**config.mk**
```make
export PLATFORM = sky130hd
export DESIGN_NAME = pipe_stall_ctrl
export DESIGN_NICKNAME = d
export VERILOG_FILES = /design/src/rtl/pipe_ctrl_pkg.sv /design/src/rtl/pipe_stall_ctrl_hazard_detect.sv /design/src/rtl/pipe_stall_ctrl.sv
export SDC_FILE = /design/constraint.sdc
export NUM_CORES = 1
export LEC_CHECK = 0
export CORE_UTILIZATION = 47
export DETAILED_ROUTE_END_ITERATION = 10
export PLACE_DENSITY = 0.8
export SLEW_MARGIN = 20
export SYNTH_ARGS = -nofsm -noshare
export SYNTH_HDL_FRONTEND = slang
export SYNTH_HIERARCHICAL = 1
export SYNTH_SLANG_ARGS = --single-unit
```
**constraint.sdc**
```tcl
create_clock -name clk -period 4.7 [get_ports clk]
set_input_delay 0.47 -clock clk [delete_from_list [all_inputs] [get_ports clk]]
set_output_delay 0.47 -clock clk [all_outputs]
set_load 0.02 [all_outputs]
```
**src/rtl/pipe_ctrl_pkg.sv**
```systemverilog
// rtl/pipe_ctrl_pkg.sv - shared types and constants for the pipeline stall controller
package pipe_ctrl_pkg;

    typedef enum logic [1:0] {
        RUN      = 2'd0,
        MEM_WAIT = 2'd1,
        ERROR    = 2'd2
    } ctrl_state_e;

    localparam logic [4:0] REG_ZERO = 5'd0;

    typedef struct packed {
        logic en;
        logic flush;
    } stage_ctrl_t;

endpackage

```
**src/rtl/pipe_stall_ctrl_hazard_detect.sv**
```systemverilog
// rtl/pipe_stall_ctrl_hazard_detect.sv - combinational load-use hazard compare between ID and EX
module hazard_detect
    import pipe_ctrl_pkg::*;
(
    input  logic [4:0] id_rs,
    input  logic [4:0] id_rt,
    input  logic [4:0] ex_dst,
    input  logic       ex_reg_write,
    input  logic       ex_mem_to_reg,
    output logic       lu_stall
);

    logic w_dst_match;
    logic w_is_load;

    // r0 is hardwired, so a load targeting it never creates a real dependency
    assign w_dst_match = (ex_dst != REG_ZERO) && ((ex_dst == id_rs) || (ex_dst == id_rt));
    assign w_is_load   = ex_mem_to_reg && ex_reg_write;
    assign lu_stall    = w_is_load && w_dst_match;

endmodule

```
**src/rtl/pipe_stall_ctrl.sv**
```systemverilog
// rtl/pipe_stall_ctrl.sv - pipeline latch enable/flush control with memory watchdog and stall counter
module pipe_stall_ctrl
    import pipe_ctrl_pkg::*;
#(
    parameter int MEM_TIMEOUT = 64,
    parameter int CNT_W       = 16
) (
    input  logic             clk,
    input  logic             rst,
    input  logic [4:0]       id_rs,
    input  logic [4:0]       id_rt,
    input  logic [4:0]       ex_dst,
    input  logic             ex_reg_write,
    input  logic             ex_mem_to_reg,
    input  logic             branch_taken,
    input  logic             mem_req,
    input  logic             mem_ack,
    output logic             pc_en,
    output logic             if_id_en,
    output logic             id_ex_en,
    output logic             ex_m_en,
    output logic             m_wb_en,
    output logic             if_id_flush,
    output logic             id_ex_flush,
    output logic             m_wb_bubble,
    output logic             mem_err,
    output logic [CNT_W-1:0] stall_cycles
);

    localparam int              WAIT_W    = $clog2(MEM_TIMEOUT);
    localparam logic [WAIT_W-1:0] WAIT_LAST = WAIT_W'(MEM_TIMEOUT - 1);
    localparam logic [WAIT_W-1:0] WAIT_ONE  = WAIT_W'(1);

    ctrl_state_e       r_state;
    logic [WAIT_W-1:0] r_wait_cnt;
    logic              r_mem_err;
    logic [CNT_W-1:0]  r_stall_cycles;

    logic        w_lu_stall;
    logic        w_mem_stall;
    logic        w_pc_en;
    logic        w_ex_m_en;
    stage_ctrl_t w_if_id;
    stage_ctrl_t w_id_ex;
    stage_ctrl_t w_m_wb;

    hazard_detect u_hazard_detect (
        .id_rs         (id_rs),
        .id_rt         (id_rt),
        .ex_dst        (ex_dst),
        .ex_reg_write  (ex_reg_write),
        .ex_mem_to_reg (ex_mem_to_reg),
        .lu_stall      (w_lu_stall)
    );

    assign w_mem_stall = ((r_state == MEM_WAIT) && !mem_ack) ||
                         ((r_state == RUN) && mem_req && !mem_ack);

    // An ack in MEM_WAIT falls through to branch/load-use evaluation: EX was frozen while waiting
    always_comb begin
        w_pc_en   = 1'b1;
        w_ex_m_en = 1'b1;
        w_if_id   = '{en: 1'b1, flush: 1'b0};
        w_id_ex   = '{en: 1'b1, flush: 1'b0};
        w_m_wb    = '{en: 1'b1, flush: 1'b0};
        if (!rst) begin
            w_pc_en   = 1'b0;
            w_ex_m_en = 1'b0;
            w_if_id   = '{en: 1'b0, flush: 1'b1};
            w_id_ex   = '{en: 1'b0, flush: 1'b1};
            w_m_wb    = '{en: 1'b0, flush: 1'b1};
        end else if (r_state == ERROR) begin
            w_pc_en   = 1'b0;
            w_ex_m_en = 1'b0;
            w_if_id   = '{en: 1'b0, flush: 1'b0};
            w_id_ex   = '{en: 1'b0, flush: 1'b0};
            w_m_wb    = '{en: 1'b0, flush: 1'b1};
        end else if (w_mem_stall) begin
            w_pc_en   = 1'b0;
            w_ex_m_en = 1'b0;
            w_if_id   = '{en: 1'b0, flush: 1'b0};
            w_id_ex   = '{en: 1'b0, flush: 1'b0};
            w_m_wb    = '{en: 1'b1, flush: 1'b1};
        end else if (branch_taken) begin
            w_if_id.flush = 1'b1;
            w_id_ex.flush = 1'b1;
        end else if (w_lu_stall) begin
            w_pc_en       = 1'b0;
            w_if_id.en    = 1'b0;
            w_id_ex.flush = 1'b1;
        end
    end

    always_ff @(posedge clk) begin
        if (!rst) begin
            r_state        <= RUN;
            r_wait_cnt     <= '0;
            r_mem_err      <= 1'b0;
            r_stall_cycles <= '0;
        end else begin
            case (r_state)
                RUN: begin
                    if (mem_req && !mem_ack) begin
                        r_state    <= MEM_WAIT;
                        r_wait_cnt <= WAIT_ONE;
                    end
                end
                MEM_WAIT: begin
                    if (mem_ack) begin
                        r_state    <= RUN;
                        r_wait_cnt <= '0;
                    end else if (r_wait_cnt == WAIT_LAST) begin
                        r_state   <= ERROR;
                        r_mem_err <= 1'b1;
                    end else begin
                        r_wait_cnt <= r_wait_cnt + WAIT_ONE;
                    end
                end
                ERROR: begin
                    r_state <= ERROR;
                end
                default: begin
                    r_state    <= RUN;
                    r_wait_cnt <= '0;
                end
            endcase
            if (!w_pc_en && !(&r_stall_cycles)) begin
                r_stall_cycles <= r_stall_cycles + 1'b1;
            end
        end
    end

    assign pc_en        = w_pc_en;
    assign if_id_en     = w_if_id.en;
    assign id_ex_en     = w_id_ex.en;
    assign ex_m_en      = w_ex_m_en;
    assign m_wb_en      = w_m_wb.en;
    assign if_id_flush  = w_if_id.flush;
    assign id_ex_flush  = w_id_ex.flush;
    assign m_wb_bubble  = w_m_wb.flush;
    assign mem_err      = r_mem_err;
    assign stall_cycles = r_stall_cycles;

endmodule
```
Word level (Yosys, flattened, before mapping)
Index checks and enable logic that the tools add are counted.
- bitwise gates (word level): 2
- muxes and demuxes: 28
- equal/unequal tests: 8
- add/sub/neg operators: 2
- reductions and logical operators: 19
- operators with widths (kind ; count):
    2-bit two-way mux ; 10
    6-bit two-way mux ; 3
    6-bit case mux with 3 select lines ; 1
    16-bit by 1-bit adder with 16-bit output (second input constant) ; 1
    16-bit AND reduction ; 1
    1-bit two-way mux ; 13
    5-bit equality test ; 2
    1-bit logical AND ; 8
    6-bit by 1-bit adder with 6-bit output (second input constant) ; 1
    6-bit equality test (second input constant) ; 1
    2-bit case mux with 3 select lines ; 1
    3-bit AND reduction ; 2
    5-bit nonzero test ; 1
    1-bit zero test ; 3
    3-bit by 2-bit inequality test with 1-bit output (second input constant) ; 1
    3-bit inequality test (second input constant) ; 1
    2-bit by 1-bit equality test with 1-bit output (second input constant) ; 1
    2-bit equality test (second input constant) ; 1
    2-bit zero test ; 1
    1-bit logical OR ; 2
    2-bit by 1-bit inequality test with 1-bit output (second input constant) ; 1
    1-bit inverter ; 2
    2-bit AND reduction ; 1
- register bits after elaboration: 25

Logic depth before layout (Yosys ltp)
- depth in word-level cells: 11
- gate-level depth with buffers: 11

Hierarchy
The synthesis kept the hierarchy.
- by module, submodules not included (module ; area an instance (µm²) ; times used ; cells an instance):
    pipe_stall_ctrl ; 1433.9 ; 1 ; 172
    hazard_detect ; 132.6 ; 1 ; 17

Worst setup path before layout
No wires, ideal clock.
- path type: input port to output port
- start point: input port ex_dst[3]
- end point: output port pc_en
- stages: 9
- buffers on the path: 3
- arrival time: 2083 ps
- setup slack: 2147 ps
- required time: 4230 ps
- path through: or4_1 o211ai_2 a21oi_1 nand2b_1 o2111ai_4 inv_2 buf_6 buf_2 buf_4
- word-level cells in the longest chain between the ends: 9
- elaborated cells between the ends (all ways): 11
- classes of those cells: eq/ne: 2; mux: 5; reduce/logical: 4
- ends and longest elaborated chain (item ; RTL line ; RTL):
    start, declared ; pipe_stall_ctrl.sv:12 ; input logic [4:0] ex_dst,
    5-bit equality test ; pipe_stall_ctrl_hazard_detect.sv:17 ; assign w_dst_match = (ex_dst != REG_ZERO) && ((ex_dst == id_rs) || (ex_dst == id_rt));
    1-bit logical OR ; pipe_stall_ctrl_hazard_detect.sv:17 ;
    1-bit logical AND (*) ; pipe_stall_ctrl_hazard_detect.sv:17 ;
    1-bit logical AND (*) ; pipe_stall_ctrl_hazard_detect.sv:19 ; assign lu_stall = w_is_load && w_dst_match;
    via w_lu_stall ; pipe_stall_ctrl.sv:39 ; logic w_lu_stall;
    1-bit two-way mux (*) ; pipe_stall_ctrl.sv:87 ; end else if (w_lu_stall) begin
    1-bit two-way mux (*) ; pipe_stall_ctrl.sv:84 ; end else if (branch_taken) begin
    1-bit two-way mux (*) ; pipe_stall_ctrl.sv:78 ; end else if (w_mem_stall) begin
    1-bit two-way mux (*) ; pipe_stall_ctrl.sv:72 ; end else if (r_state == ERROR) begin
    1-bit two-way mux (*) ; pipe_stall_ctrl.sv:66 ; if (!rst) begin
    end, declared ; pipe_stall_ctrl.sv:18 ; output logic pc_en,
The timed path passes the listed nets; every way through them passes the cells marked *.

Final worst setup path
- start point: input port ex_dst[3]
- end point: output port if_id_en
- word-level cells in the longest chain between the ends: 9
- elaborated cells between the ends (all ways): 11
- classes of those cells: eq/ne: 2; mux: 5; reduce/logical: 4
- ends and longest elaborated chain (item ; RTL line ; RTL):
    5-bit equality test ; pipe_stall_ctrl_hazard_detect.sv:17 ;
    1-bit logical OR ; pipe_stall_ctrl_hazard_detect.sv:17 ;
    1-bit logical AND (*) ; pipe_stall_ctrl_hazard_detect.sv:17 ;
    1-bit logical AND (*) ; pipe_stall_ctrl_hazard_detect.sv:19 ;
    via w_lu_stall ; pipe_stall_ctrl.sv:39 ;
    1-bit two-way mux (*) ; pipe_stall_ctrl.sv:87 ;
    1-bit two-way mux (*) ; pipe_stall_ctrl.sv:84 ;
    2-bit two-way mux (*) ; pipe_stall_ctrl.sv:78 ;
    2-bit two-way mux (*) ; pipe_stall_ctrl.sv:72 ;
    2-bit two-way mux (*) ; pipe_stall_ctrl.sv:66 ;
    end, declared ; pipe_stall_ctrl.sv:19 ; output logic if_id_en,
Marks and branches as above.

==> results.toml <==
[placement]
place_congestion = 0.8589
io_buffers = 46
hpwl_mm = 2.852

[floorplan]
fp.dieArea_mm2 = 0.003568
die_height_um = 59.73
row_count = 20
die_w_um = 59.73
ios = 47
core_area_mm2 = 0.003103
start_util = 0.5048

[timing]
worstMarginPinSlew_ns = 0.6667
slew_viol_final = 0
holdWs_ns = 0.4907
worst_clock_skew_ns = 0.009113
setup_violations = 0
max_freq_ghz = 0.2868
period_share = 0.7420
post-route-min-period_ns = 3.487
fin_tns_setup_ns = 0
finalHoldViolations = 0
slew_headroom = 0.5521
rsz0062_at_grt = "false"

[grt]
antenna_found_initial = 0
grt_max_degree = 24
grt_pass1_wl_mm = 6.361
grt_overflow_total = 0
grt_pass1_vias = 1478
grt_use_total = 0.2323

[drt]
drtPass1Iterations = 4
num_vias = 1602
drc_errors = 0
ant_nets = 0
drtIter0Drc = 107
avgViaCountPerCell = 5.825
finalWirelength_mm = 3.727
wl_per_cell_um = 13.55

[clocking]
path_clk_slew_ns = 0.14
cts_tree = "built"
insertion_delay_ns = 0.32
cts_root_buf = "clkbuf_4"
h-tree-depth = 1
post-cts-setup-buffers = 0
cts_buffers = 3
ctsHoldBuffers = 0
ctsResizeCount = 0
numClockSinks = 25
cts_buffer_depth = 2

[setup_path]
crit_type = "in -> out"
end_kind = "primary output"
r2r_start = "stall_cycles[2]$_SDFFE_PN0P_"
startpoint_type = "input pin"
crit_fanout = 23
critPathRequiredTime_ns = 4.23
cp.arrival_ns = 3.02
rrSetupSlack_ns = 2.73
startpoint = "ex_dst[3]"

[logic_synthesis]
synth-simple-area-share = 0.3235
ys_warn_count = 6
synth.cell_area_mm2 = 0.001567
postSynthNetCount = 213
synthAdderAreaFrac = 0.01597
synthCells = 189
yosysSeqAreaShare = 0.3195
ys_types = 45
synth-seq-cells = 25
avgSynthCellArea_um2 = 8.288
synth.mux.area_fraction = 0.04473
yosys.area_share.xor_xnor = 0.05591
synth_top_family_by_area = "simple AND/OR/NAND/NOR gates"
synth_compound_area_frac = 0.1909

[run]
drv_cap = 0

[status]
status = "finished, final reports clean"

[hold_path]
hold_start = "mem_err$_SDFFE_PN0P_"
hold_class = "reg -> reg"

[cells_and_area]
layout_common_cells = "46 x clkdlybuf4s50_1, 25 x dfxtp_1, 14 x a21oi_1"
diodes = 0
final_nets = 256
layout_commonest_cell = "clkdlybuf4s50_1"
fillCellCount = 292
drive_gt1_frac = 0.05195
syn2layout_area_growth_pct = 32.03

[pwr]
p_leak_uw = 0.0006670
vdd_ir_drop_max_mv = 0.08305
p_per_area_mw_per_mm2 = 191.9
logic make-up (layout without fill, tap and decap cells):
family	count (synthesis)	after routing
AOI/OAI and AO/OA	42	42
xor gates and xnor gates	10	10
adders and majority gates	2	2
buffers and inverters	16	58
DFF	25	25
muxes	7	7
and+or+nand+nor	87	87
registers in the layout (all words and copies together), names as in the netlist:
name / count
stall_cycles: 16
r_state: 2
mem_err: 1
r_wait_cnt: 6
report_power, final:
part           internal (uW)  leakage, uW  switching, uW
logic                   41.5     0.000450           39.6
registers                215     0.000202           3.97
clock network           33.2    0.0000150           63.4
total                    290     0.000667            107
area by class of cell:
cell class	instances	area [um^2]	share of cell area
flip-flops and latches	25	500.5	0.2420
clock buffers	4	26.28	0.01270
inverters	6	22.52	0.01089
multi-input cells	148	988.4	0.4779
repair buffers	48	475.5	0.2299
well taps	44	55.05	0.02662
critical path: stages:
cell and delay [ns]:
clkdlybuf4s50_1 0.47, or4_1 0.58, o211ai_2 0.16, a21oi_1 0.07, nand2b_1 0.12, o2111ai_4 0.16
inv_2 0.30, clkdlybuf4s50_1 0.67
layer usage:
layer / track usage / vias up / part of all wire
met5: 0 / - / 0
li1: - / 795 / -
met4: 0.09635 / 0 / 0.016
met1: 0.2899 / 737 / 0.45
met3: 0.05195 / 6 / 0.055
met2: 0.3841 / 64 / 0.48
metrics by stage:
step	std cells	cell area (um^2)	total power (uW)	utilization	setup WS (ns)
floorplan	189	1567	267.5	-	2.147
global route	275	2068	422.9	0.6665	1.116
detailed placement	271	2042	305.2	0.6581	1.223
global placement	271	2042	302.2	0.6581	1.304
finish	275	2068	396.9	0.6665	1.213
CTS	275	2068	401.6	0.6665	1.226
synth_stat cells, drive strengths merged:
cell type  count  area [um^2]
a21oi         14        70.07
o221a          1        11.26
mux2i          7        70.07
nor3           6        35.03
or3b           1        8.760
nor2          10        37.54
dfxtp         25        500.5
or2            2        15.02
or2b           1        7.510
a21o           2        15.01
nor3b          2        15.01
nand4b         1        8.760
or4            9        67.56
o211a          1        10.01
o311a          1        10.01
and4           3        26.28
clkbuf         5        18.77
o21a           1        7.510
o21ai          6        30.03
o2111ai        1        26.28
buf            5        36.28
nand2b         8        50.05
nand3         11        55.05
nand2         13        48.80
a211oi         5        37.54
o21bai         1        7.510
nor4           3        18.77
nand3b         1        7.510
a2111oi        1        8.760
or3            2        12.51
nand4          8        50.05
xnor2          4        35.03
ha             2        25.02
o31ai          7        52.55
inv            6        22.52
xor2           6        52.55
nor4b          2        17.52
o211ai         1        12.51
nor2b          1        6.260
and2           3        18.77
worst paths after layout:
check,end,cells past startpoint
hold reg to reg,mem_err$_SDFFE_PN0P_,2
setup reg to reg,stall_cycles[15]$_SDFFE_PN0P_,4
setup / recovery,if_id_en,8
hold / removal,mem_err$_SDFFE_PN0P_,2
Power figures use the tool's default switching activity.
